<file path="config.mk">
export PLATFORM = sky130hd
export DESIGN_NAME = matmul_tile_sequencer_flat
export DESIGN_NICKNAME = d
export VERILOG_FILES = /design/src/rtl/matmul_pkg.sv /design/src/rtl/matmul_tile_sequencer_if.sv /design/src/rtl/matmul_addr_gen.sv /design/src/rtl/matmul_tile_sequencer.sv /design/src/flat_wrapper.sv
export SDC_FILE = /design/constraint.sdc
export NUM_CORES = 1
export LEC_CHECK = 0
export BUFFER_PORTS_ARGS = -buffer_cell sky130_fd_sc_hd__buf_2
export CAP_MARGIN = 20
export CORE_ASPECT_RATIO = 0.6
export CORE_MARGIN = 2
export CORE_UTILIZATION = 35
export CTS_CLUSTER_SIZE = 28
export DETAILED_ROUTE_END_ITERATION = 8
export SLEW_MARGIN = 30
export SYNTH_ARGS = -nofsm -noshare
export SYNTH_HDL_FRONTEND = slang
export SYNTH_SLANG_ARGS = --single-unit
</file>
<file path="constraint.sdc">
create_clock -name clk -period 3 [get_ports clk]
set_input_delay 0.3 -clock clk [delete_from_list [all_inputs] [get_ports clk]]
set_output_delay 0.3 -clock clk [all_outputs]
set_load 0.05 [all_outputs]
</file>
<file path="src/rtl/matmul_pkg.sv">
// Shared definitions for the matmul command sequencer: FSM state encoding,
// field layout of the 32-bit host operation word, and the matmul opcode.
package matmul_pkg;

  typedef enum logic [2:0] {
    IDLE   = 3'd0,
    LOAD   = 3'd1,
    STREAM = 3'd2,
    DRAIN  = 3'd3,
    WRITE  = 3'd4,
    FIN    = 3'd5
  } state_t;

  // Field offsets of a matmul command inside the host operation word.
  localparam int OP_WORD_W      = 32;
  localparam int OPCODE_LSB     = 0;
  localparam int OPCODE_W       = 4;
  localparam int M_TILES_LSB    = 4;
  localparam int K_TILES_LSB    = 8;
  localparam int N_TILES_LSB    = 12;
  localparam int X_PAGE_LSB     = 16;
  localparam int W_PAGE_LSB     = 20;
  localparam int Y_PAGE_LSB     = 24;
  localparam int TRANSPOSE_BIT  = 28;
  localparam int RELU_BIT       = 29;
  localparam int ACCUM_BIT      = 30;

  localparam logic [OPCODE_W-1:0] OPC_MATMUL = 4'hA;

endpackage

</file>
<file path="src/rtl/matmul_tile_sequencer_if.sv">
// Command, bank-read and result-write signals of the tile sequencer.
// master = the sequencer (drives the read/write streams), slave = host and banks.
interface matmul_tile_sequencer_if #(
  parameter int ARRAY_N = 8,
  parameter int TILE_W  = 4,
  parameter int ADDR_W  = 10,
  parameter int PAGE_W  = 4
) ();
  localparam int ROW_W = $clog2(ARRAY_N);

  logic              cmd_valid;
  logic              cmd_ready;
  logic [TILE_W-1:0] cmd_m_tiles;
  logic [TILE_W-1:0] cmd_k_tiles;
  logic [TILE_W-1:0] cmd_n_tiles;
  logic [PAGE_W-1:0] cmd_x_page;
  logic [PAGE_W-1:0] cmd_w_page;
  logic [PAGE_W-1:0] cmd_y_page;
  logic              cmd_transpose;
  logic              cmd_relu;
  logic              cmd_accum;

  logic              rd_en;
  logic [PAGE_W-1:0] rd_x_page;
  logic [PAGE_W-1:0] rd_w_page;
  logic [ADDR_W-1:0] rd_x_addr;
  logic [ADDR_W-1:0] rd_w_addr;
  logic              acc_clear;

  logic              wr_valid;
  logic              wr_ready;
  logic [PAGE_W-1:0] wr_page;
  logic [ADDR_W-1:0] wr_addr;
  logic [ROW_W-1:0]  wr_row;
  logic              wr_relu;
  logic              wr_accum;

  modport master (
    input  cmd_valid, cmd_m_tiles, cmd_k_tiles, cmd_n_tiles,
           cmd_x_page, cmd_w_page, cmd_y_page,
           cmd_transpose, cmd_relu, cmd_accum, wr_ready,
    output cmd_ready, rd_en, rd_x_page, rd_w_page, rd_x_addr, rd_w_addr,
           acc_clear, wr_valid, wr_page, wr_addr, wr_row, wr_relu, wr_accum
  );

  modport slave (
    output cmd_valid, cmd_m_tiles, cmd_k_tiles, cmd_n_tiles,
           cmd_x_page, cmd_w_page, cmd_y_page,
           cmd_transpose, cmd_relu, cmd_accum, wr_ready,
    input  cmd_ready, rd_en, rd_x_page, rd_w_page, rd_x_addr, rd_w_addr,
           acc_clear, wr_valid, wr_page, wr_addr, wr_row, wr_relu, wr_accum
  );
endinterface

</file>
<file path="src/rtl/matmul_addr_gen.sv">
// Tile loop counters (m outer, n middle, k inner, b beat) and the X/W/Y
// address registers. Addresses advance by increment and base reload only.
module matmul_addr_gen #(
  parameter int ARRAY_N = 8,
  parameter int TILE_W  = 4,
  parameter int ADDR_W  = 10,
  parameter int ROW_W   = 3
) (
  input  logic              clk,
  input  logic              reset,
  input  logic              load,
  input  logic [TILE_W-1:0] m_tiles,
  input  logic [TILE_W-1:0] k_tiles,
  input  logic [TILE_W-1:0] n_tiles,
  input  logic              transpose,
  input  logic              rd_step,
  input  logic              wr_step,
  output logic [ADDR_W-1:0] x_addr,
  output logic [ADDR_W-1:0] w_addr,
  output logic [ADDR_W-1:0] y_addr,
  output logic [ROW_W-1:0]  row,
  output logic              first_beat,
  output logic              last_beat,
  output logic              last_k,
  output logic              last_tile,
  output logic              dim_zero
);
  localparam logic [ADDR_W-1:0] TILE_ROWS = ADDR_W'(ARRAY_N);

  logic [TILE_W-1:0] mt_q, kt_q, nt_q;
  logic [TILE_W-1:0] m_q, k_q, n_q;
  logic [ROW_W-1:0]  b_q;
  logic [ADDR_W-1:0] x_q, x_base_q;
  logic [ADDR_W-1:0] w_q, w_kbase_q, w_nbase_q;
  logic [ADDR_W-1:0] y_q;
  logic              last_n, last_m;
  logic [ADDR_W-1:0] n_stride, w_nbase_nxt, w_kbase_nxt;

  assign last_beat   = (b_q == ROW_W'(ARRAY_N - 1));
  assign last_k      = (k_q == kt_q - TILE_W'(1));
  assign last_n      = (n_q == nt_q - TILE_W'(1));
  assign last_m      = (m_q == mt_q - TILE_W'(1));
  assign last_tile   = last_m && last_n;
  assign first_beat  = (k_q == '0) && (b_q == '0);
  assign dim_zero    = (mt_q == '0) || (kt_q == '0) || (nt_q == '0);

  // W row stride between k-blocks when W is stored untransposed: N*ARRAY_N.
  assign n_stride    = ADDR_W'(nt_q) << ROW_W;
  assign w_nbase_nxt = last_n ? '0 : w_nbase_q + TILE_ROWS;
  assign w_kbase_nxt = w_kbase_q + n_stride;

  assign x_addr = x_q;
  assign w_addr = w_q;
  assign y_addr = y_q;
  assign row    = b_q;

  // Advance counters and address registers on each read or accepted write beat.
  // NOTE: every register here has an async reset; none of this is a RAM, so
  // resetting it is cheap and keeps the outputs at 0 out of reset.
  always_ff @(posedge clk or posedge reset) begin
    if (reset) begin
      mt_q      <= '0;
      kt_q      <= '0;
      nt_q      <= '0;
      m_q       <= '0;
      k_q       <= '0;
      n_q       <= '0;
      b_q       <= '0;
      x_q       <= '0;
      x_base_q  <= '0;
      w_q       <= '0;
      w_kbase_q <= '0;
      w_nbase_q <= '0;
      y_q       <= '0;
    end else if (load) begin
      mt_q      <= m_tiles;
      kt_q      <= k_tiles;
      nt_q      <= n_tiles;
      m_q       <= '0;
      k_q       <= '0;
      n_q       <= '0;
      b_q       <= '0;
      x_q       <= '0;
      x_base_q  <= '0;
      w_q       <= '0;
      w_kbase_q <= '0;
      w_nbase_q <= '0;
      y_q       <= '0;
    end else if (rd_step) begin
      b_q <= b_q + ROW_W'(1);
      if (last_beat) k_q <= last_k ? '0 : k_q + TILE_W'(1);
      // X is contiguous across k; replay the row of tiles for each n.
      if (last_beat && last_k && !last_n) x_q <= x_base_q;
      else                                x_q <= x_q + ADDR_W'(1);
      if (last_beat && last_k && last_n)  x_base_q <= x_q + ADDR_W'(1);
      // Transposed W is contiguous across k for one n, restarting each m.
      if (transpose) begin
        w_q <= (last_beat && last_k && last_n) ? '0 : w_q + ADDR_W'(1);
      end else if (last_beat && last_k) begin
        w_nbase_q <= w_nbase_nxt;
        w_kbase_q <= w_nbase_nxt;
        w_q       <= w_nbase_nxt;
      end else if (last_beat) begin
        w_kbase_q <= w_kbase_nxt;
        w_q       <= w_kbase_nxt;
      end else begin
        w_q <= w_q + ADDR_W'(1);
      end
    end else if (wr_step) begin
      // Y rows of consecutive tiles are contiguous in m-major, n-minor order.
      b_q <= b_q + ROW_W'(1);
      y_q <= y_q + ADDR_W'(1);
      if (last_beat) begin
        n_q <= last_n ? '0 : n_q + TILE_W'(1);
        if (last_n) m_q <= m_q + TILE_W'(1);
      end
    end
  end

endmodule

</file>
<file path="src/rtl/matmul_tile_sequencer.sv">
// Matmul command sequencer: accepts a tiled command, streams bank reads into
// the multiplier, waits out pipeline latency and emits result row writes.
module matmul_tile_sequencer
  import matmul_pkg::*;
#(
  parameter int ARRAY_N  = 8,
  parameter int TILE_W   = 4,
  parameter int ADDR_W   = 10,
  parameter int PAGE_W   = 4,
  parameter int PIPE_LAT = 3
) (
  input  logic                           clk,
  input  logic                           reset,
  input  logic                           enable,
  matmul_tile_sequencer_if.master        bus,
  output logic                           busy,
  output logic                           done,
  output logic                           err
);
  localparam int ROW_W   = $clog2(ARRAY_N);
  localparam int DRAIN_W = (PIPE_LAT > 1) ? $clog2(PIPE_LAT) : 1;

  state_t             state_q, state_d;
  logic [PAGE_W-1:0]  x_page_q, w_page_q, y_page_q;
  logic               transpose_q, relu_q, accum_q, err_q;
  logic [DRAIN_W-1:0] drain_q;
  logic               accept, rd_step, wr_step;
  logic               first_beat, last_beat, last_k, last_tile, dim_zero;

  assign bus.cmd_ready = enable && (state_q == IDLE);
  assign accept        = bus.cmd_valid && bus.cmd_ready;
  assign bus.rd_en     = enable && (state_q == STREAM);
  assign rd_step       = bus.rd_en;
  assign bus.acc_clear = bus.rd_en && first_beat;
  assign bus.wr_valid  = enable && (state_q == WRITE);
  assign wr_step       = bus.wr_valid && bus.wr_ready;
  assign done          = enable && (state_q == FIN);
  assign err           = done && err_q;
  assign busy          = (state_q != IDLE);

  assign bus.rd_x_page = x_page_q;
  assign bus.rd_w_page = w_page_q;
  assign bus.wr_page   = y_page_q;
  assign bus.wr_relu   = relu_q;
  assign bus.wr_accum  = accum_q;

  matmul_addr_gen #(
    .ARRAY_N (ARRAY_N),
    .TILE_W  (TILE_W),
    .ADDR_W  (ADDR_W),
    .ROW_W   (ROW_W)
  ) u_addr_gen (
    .clk        (clk),
    .reset      (reset),
    .load       (accept),
    .m_tiles    (bus.cmd_m_tiles),
    .k_tiles    (bus.cmd_k_tiles),
    .n_tiles    (bus.cmd_n_tiles),
    .transpose  (transpose_q),
    .rd_step    (rd_step),
    .wr_step    (wr_step),
    .x_addr     (bus.rd_x_addr),
    .w_addr     (bus.rd_w_addr),
    .y_addr     (bus.wr_addr),
    .row        (bus.wr_row),
    .first_beat (first_beat),
    .last_beat  (last_beat),
    .last_k     (last_k),
    .last_tile  (last_tile),
    .dim_zero   (dim_zero)
  );

  // State register; frozen while enable is low.
  // NOTE: sequential state uses non-blocking assignments so every flop samples
  // pre-edge values regardless of block evaluation order.
  always_ff @(posedge clk or posedge reset) begin
    if (reset)       state_q <= IDLE;
    else if (enable) state_q <= state_d;
  end

  // Next-state logic for the tile loop.
  // NOTE: state_d gets a default before the case so no path leaves it unassigned,
  // which would otherwise infer a latch.
  always_comb begin
    state_d = state_q;
    case (state_q)
      IDLE:    if (accept) state_d = LOAD;
      LOAD:    state_d = dim_zero ? FIN : STREAM;
      STREAM:  if (last_beat && last_k) state_d = DRAIN;
      DRAIN:   if (drain_q == DRAIN_W'(PIPE_LAT - 1)) state_d = WRITE;
      WRITE:   if (bus.wr_ready && last_beat) state_d = last_tile ? FIN : STREAM;
      FIN:     state_d = IDLE;
      default: state_d = IDLE;
    endcase
  end

  // Count pipeline drain cycles; cleared in every other state.
  always_ff @(posedge clk or posedge reset) begin
    if (reset)       drain_q <= '0;
    else if (enable) drain_q <= (state_q == DRAIN) ? drain_q + DRAIN_W'(1) : '0;
  end

  // Latch command pages and flags on acceptance; record dimension rejection in LOAD.
  always_ff @(posedge clk or posedge reset) begin
    if (reset) begin
      x_page_q    <= '0;
      w_page_q    <= '0;
      y_page_q    <= '0;
      transpose_q <= 1'b0;
      relu_q      <= 1'b0;
      accum_q     <= 1'b0;
      err_q       <= 1'b0;
    end else if (accept) begin
      x_page_q    <= bus.cmd_x_page;
      w_page_q    <= bus.cmd_w_page;
      y_page_q    <= bus.cmd_y_page;
      transpose_q <= bus.cmd_transpose;
      relu_q      <= bus.cmd_relu;
      accum_q     <= bus.cmd_accum;
      err_q       <= 1'b0;
    end else if (enable && state_q == LOAD) begin
      err_q       <= dim_zero;
    end
  end

endmodule

</file>
<file path="src/flat_wrapper.sv">
// flat-port wrapper written by rule: the top's interface ports become plain ports
module matmul_tile_sequencer_flat import matmul_pkg::*;
#(
  parameter int ARRAY_N  = 8,
  parameter int TILE_W   = 4,
  parameter int ADDR_W   = 10,
  parameter int PAGE_W   = 4,
  parameter int PIPE_LAT = 3
)
  (clk, reset, enable, busy, done, err, bus_cmd_valid, bus_cmd_m_tiles, bus_cmd_k_tiles, bus_cmd_n_tiles, bus_cmd_x_page, bus_cmd_w_page, bus_cmd_y_page, bus_cmd_transpose, bus_cmd_relu, bus_cmd_accum, bus_wr_ready, bus_cmd_ready, bus_rd_en, bus_rd_x_page, bus_rd_w_page, bus_rd_x_addr, bus_rd_w_addr, bus_acc_clear, bus_wr_valid, bus_wr_page, bus_wr_addr, bus_wr_row, bus_wr_relu, bus_wr_accum);
  matmul_tile_sequencer_if #(.ARRAY_N(ARRAY_N), .TILE_W(TILE_W), .ADDR_W(ADDR_W), .PAGE_W(PAGE_W)) bus_i ();
  input  logic clk;
  input  logic reset;
  input  logic enable;
  output logic busy;
  output logic done;
  output logic err;
  input wire logic [$bits(bus_i.cmd_valid)-1:0] bus_cmd_valid;
  input wire logic [$bits(bus_i.cmd_m_tiles)-1:0] bus_cmd_m_tiles;
  input wire logic [$bits(bus_i.cmd_k_tiles)-1:0] bus_cmd_k_tiles;
  input wire logic [$bits(bus_i.cmd_n_tiles)-1:0] bus_cmd_n_tiles;
  input wire logic [$bits(bus_i.cmd_x_page)-1:0] bus_cmd_x_page;
  input wire logic [$bits(bus_i.cmd_w_page)-1:0] bus_cmd_w_page;
  input wire logic [$bits(bus_i.cmd_y_page)-1:0] bus_cmd_y_page;
  input wire logic [$bits(bus_i.cmd_transpose)-1:0] bus_cmd_transpose;
  input wire logic [$bits(bus_i.cmd_relu)-1:0] bus_cmd_relu;
  input wire logic [$bits(bus_i.cmd_accum)-1:0] bus_cmd_accum;
  input wire logic [$bits(bus_i.wr_ready)-1:0] bus_wr_ready;
  output wire logic [$bits(bus_i.cmd_ready)-1:0] bus_cmd_ready;
  output wire logic [$bits(bus_i.rd_en)-1:0] bus_rd_en;
  output wire logic [$bits(bus_i.rd_x_page)-1:0] bus_rd_x_page;
  output wire logic [$bits(bus_i.rd_w_page)-1:0] bus_rd_w_page;
  output wire logic [$bits(bus_i.rd_x_addr)-1:0] bus_rd_x_addr;
  output wire logic [$bits(bus_i.rd_w_addr)-1:0] bus_rd_w_addr;
  output wire logic [$bits(bus_i.acc_clear)-1:0] bus_acc_clear;
  output wire logic [$bits(bus_i.wr_valid)-1:0] bus_wr_valid;
  output wire logic [$bits(bus_i.wr_page)-1:0] bus_wr_page;
  output wire logic [$bits(bus_i.wr_addr)-1:0] bus_wr_addr;
  output wire logic [$bits(bus_i.wr_row)-1:0] bus_wr_row;
  output wire logic [$bits(bus_i.wr_relu)-1:0] bus_wr_relu;
  output wire logic [$bits(bus_i.wr_accum)-1:0] bus_wr_accum;
  assign bus_i.cmd_valid = bus_cmd_valid;
  assign bus_i.cmd_m_tiles = bus_cmd_m_tiles;
  assign bus_i.cmd_k_tiles = bus_cmd_k_tiles;
  assign bus_i.cmd_n_tiles = bus_cmd_n_tiles;
  assign bus_i.cmd_x_page = bus_cmd_x_page;
  assign bus_i.cmd_w_page = bus_cmd_w_page;
  assign bus_i.cmd_y_page = bus_cmd_y_page;
  assign bus_i.cmd_transpose = bus_cmd_transpose;
  assign bus_i.cmd_relu = bus_cmd_relu;
  assign bus_i.cmd_accum = bus_cmd_accum;
  assign bus_i.wr_ready = bus_wr_ready;
  assign bus_cmd_ready = bus_i.cmd_ready;
  assign bus_rd_en = bus_i.rd_en;
  assign bus_rd_x_page = bus_i.rd_x_page;
  assign bus_rd_w_page = bus_i.rd_w_page;
  assign bus_rd_x_addr = bus_i.rd_x_addr;
  assign bus_rd_w_addr = bus_i.rd_w_addr;
  assign bus_acc_clear = bus_i.acc_clear;
  assign bus_wr_valid = bus_i.wr_valid;
  assign bus_wr_page = bus_i.wr_page;
  assign bus_wr_addr = bus_i.wr_addr;
  assign bus_wr_row = bus_i.wr_row;
  assign bus_wr_relu = bus_i.wr_relu;
  assign bus_wr_accum = bus_i.wr_accum;
  matmul_tile_sequencer #(.ARRAY_N(ARRAY_N), .TILE_W(TILE_W), .ADDR_W(ADDR_W), .PAGE_W(PAGE_W), .PIPE_LAT(PIPE_LAT)) u_core (.clk(clk), .reset(reset), .enable(enable), .bus(bus_i), .busy(busy), .done(done), .err(err));
endmodule
</file>
==> out/metrics.csv <==
metric;value;unit
drtPass1Iterations;5;
path_clk_slew;70;ps
boundaryPins;86;
via_count;5154;
antenna_found_initial;0;
core_area;17100;µm²
cts_hold_buffers;0;
synth_cell_types;64;
slew-limit-headroom;0.392;
drive_gt1_frac;0.179;
worst-path-max-fanout;9;
finalSetupViolations;0;
layout.nets;810;
met3_length;1.10;mm
critPathRequiredTime;3280;ps
cp.buffers_inverters;2;
grt_pass1_vias;4775;
finalCritPeriodShare;0.870;
fin_tns_setup;0;ps
post-cts-setup-buffers;0;
hpwl;11.4;mm
grt_start_max_net_pins;62;
crit_path_cell_trace;inv_1, ha_1, xor3_1, nor3_4, and2_1, buf_4, o21ai_1, o21ai_0, o2bb2ai_1;
wl_met2;5.86;mm
cpMaxStageDelayCell;dfrtp_1;
p_total;6150;µW
syn2layout_area_growth;17.3;%
p_leak;0.00340;µW
hold_viol_final;0;
synthFlopType;dfrtp_1;
synthesis.area;6120;µm²
rsz0062_at_grt;false;
m1WireLength;8.55;mm
criticalPathCategory;flip-flop to flip-flop;
crit_family;simple AND/OR/NAND/NOR gates;
track_usage;0.176;
maxCapViolations;0;
syn_inst;672;
layout_common_cells;124 x nand2_1, 108 x dfrtp_1, 85 x buf_2;
crit_arrival;2890;ps
worst_slew_pin_slew;912;ps
gp_congestion;0.859;
start_util;0.357;
layout_commonest_cell;nand2_1;
h-tree-depth;3;
seq_area_frac_synth;0.442;
highest_layer;met4;
critical-path-max-stage-delay;410;ps
clock_sinks;108;
synth_nets;727;
drt_wl_total;15.6;mm
min_path_type;input pin to flip-flop;
finalMaxSlewViolations;0;
cts_tree;done;
port_buffers;85;
ys_ff_latch;108;
drc_errors;0;
hold_start;bus_cmd_x_page[3];
reg2reg_from;u_core.u_addr_gen.nt_q[0];
clk_latency;350;ps
fmax;383;MHz
end_kind;flip-flop;
die-height;106;µm
grt-ovfl-total;0;
via_per_inst;5.19;
power_density;857;nW/µm²
finalCriticalPeriod;2610;ps
synth_edf_count;0;
drt-wirelength-per-cell;15.7;µm
die_w;175;µm
postSynthAreaPerCell;9.11;µm²
cts_resized;0;
core.rowCount;37;
antenna_left;0;
cts.path.max_buffers;2;
drt_iter0_markers;424;
setup.worst_path.start;u_core.u_addr_gen.nt_q[0];
status;completed;
clock_skew;7.69;ps
diodes;0;
synth_async_sr_flop_share;1.00;
root_buffer;clkbuf_16;
cp-start-kind;flip-flop;
ir_drop;0.000430;V
grt_first_pass_wirelength;26.1;mm
ys_warn_count;0;
numCtsBuffers;9;
die_area;18600;µm²
## per-layer routing
metal / track usage / vias up
li1: - / 2520
met1: 0.283 / 2441
met2: 0.235 / 183
met3: 0.0404 / 10
met4: 0.0321 / 0
met5: 0 / -
## stage by stage
stage               hold slack, ps  setup WS, ps  utilization  cell area (µm²)  cells
detailed placement             456           431        0.398             6820    978
global route                   142           152        0.419             7180    993
global placement               459           474        0.398             6820    978
CTS                            127           408        0.419             7170    993
floorplan                      396           337            -             6120    672
finish                         132           390        0.419             7180    993
## cell usage after synthesis (6+ instances only)
master     count  share of area
buf_2          6         0.0049
nand3_1       30          0.025
and3_1        12          0.012
dfrtp_1      108           0.44
o2bb2ai_1      8          0.011
xnor2_1       22          0.031
and2_1         6         0.0061
nor3_1        25          0.020
clkbuf_1      12         0.0074
nand2_1      125          0.077
nor2_1        45          0.028
o31ai_1        9          0.011
inv_1         24          0.015
a21oi_1       31          0.025
a21o_1         8         0.0098
o21ai_0       51          0.042
ha_1          22          0.045
mux2i_1       11          0.018
buf_1          6         0.0037
xor2_1        17          0.024
## state kept, by name, summed over array words and instances (netlist names), 3 cells and up
signal                       count
u_core.state_q                   3
u_core.bus.rd_w_page             4
u_core.bus.wr_page               4
u_core.u_addr_gen.n_q            4
u_core.u_addr_gen.w_kbase_q     10
u_core.u_addr_gen.x_base_q      10
u_core.u_addr_gen.kt_q           4
u_core.u_addr_gen.y_addr        10
u_core.u_addr_gen.nt_q           4
u_core.u_addr_gen.w_nbase_q     10
u_core.u_addr_gen.m_q            4
u_core.u_addr_gen.x_addr        10
u_core.u_addr_gen.row            3
u_core.bus.rd_x_page             4
u_core.u_addr_gen.w_addr        10
u_core.u_addr_gen.mt_q           4
u_core.u_addr_gen.k_q            4
## cells by family (layout without fill, tap and decap cells)
kind of cell	count (synthesis)	after routing	synth area share
XOR/XNOR	42	42	0.0673
AND/OR/NAND/NOR	278	278	0.214
AO/OA/AOI/OAI	154	154	0.169
buffers and inverters	55	142	0.0405
multiplexers	12	12	0.0198
flip-flops	108	108	0.442
adder cells (fa/ha/maj)	23	23	0.0483
## where the power goes
group	internal (µW)	total, µW	leakage, µW	switching [µW]
registers	1760	2090	0.00144	336
clock network	895	1430	0.000173	534
logic	808	2630	0.00178	1820
## tightest hold or removal path, stage by stage
cell	delay, ps
buf_2	70
nand2_1	40
nand2_1	40
## path summary, 6_finish.rpt
kind | to | slack [ps] | depth (start not counted)
worst max-delay path | u_core.u_addr_gen.x_addr[6] | 390 | 9
worst min-delay path | u_core.bus.rd_x_page[3] | 130 | 3
worst max register to register | u_core.u_addr_gen.x_addr[6] | 390 | 9
worst min register to register | u_core.bus.rd_x_page[2] | 470 | 2
max in group asynchronous | u_core.state_q[0] | 2270 | 3
min in group asynchronous | u_core.u_addr_gen.nt_q[2] | 150 | 3
## final cells by class
class	instances	area [µm²]
clock buffers	10	229
multi-input cells	509	3180
flip-flops and latches	108	2700
repair buffers	102	553
inverters	25	97.6
well taps	234	293
clock inverters	5	125
fillers	1716	9950
(Power assumes the default switching activity.)
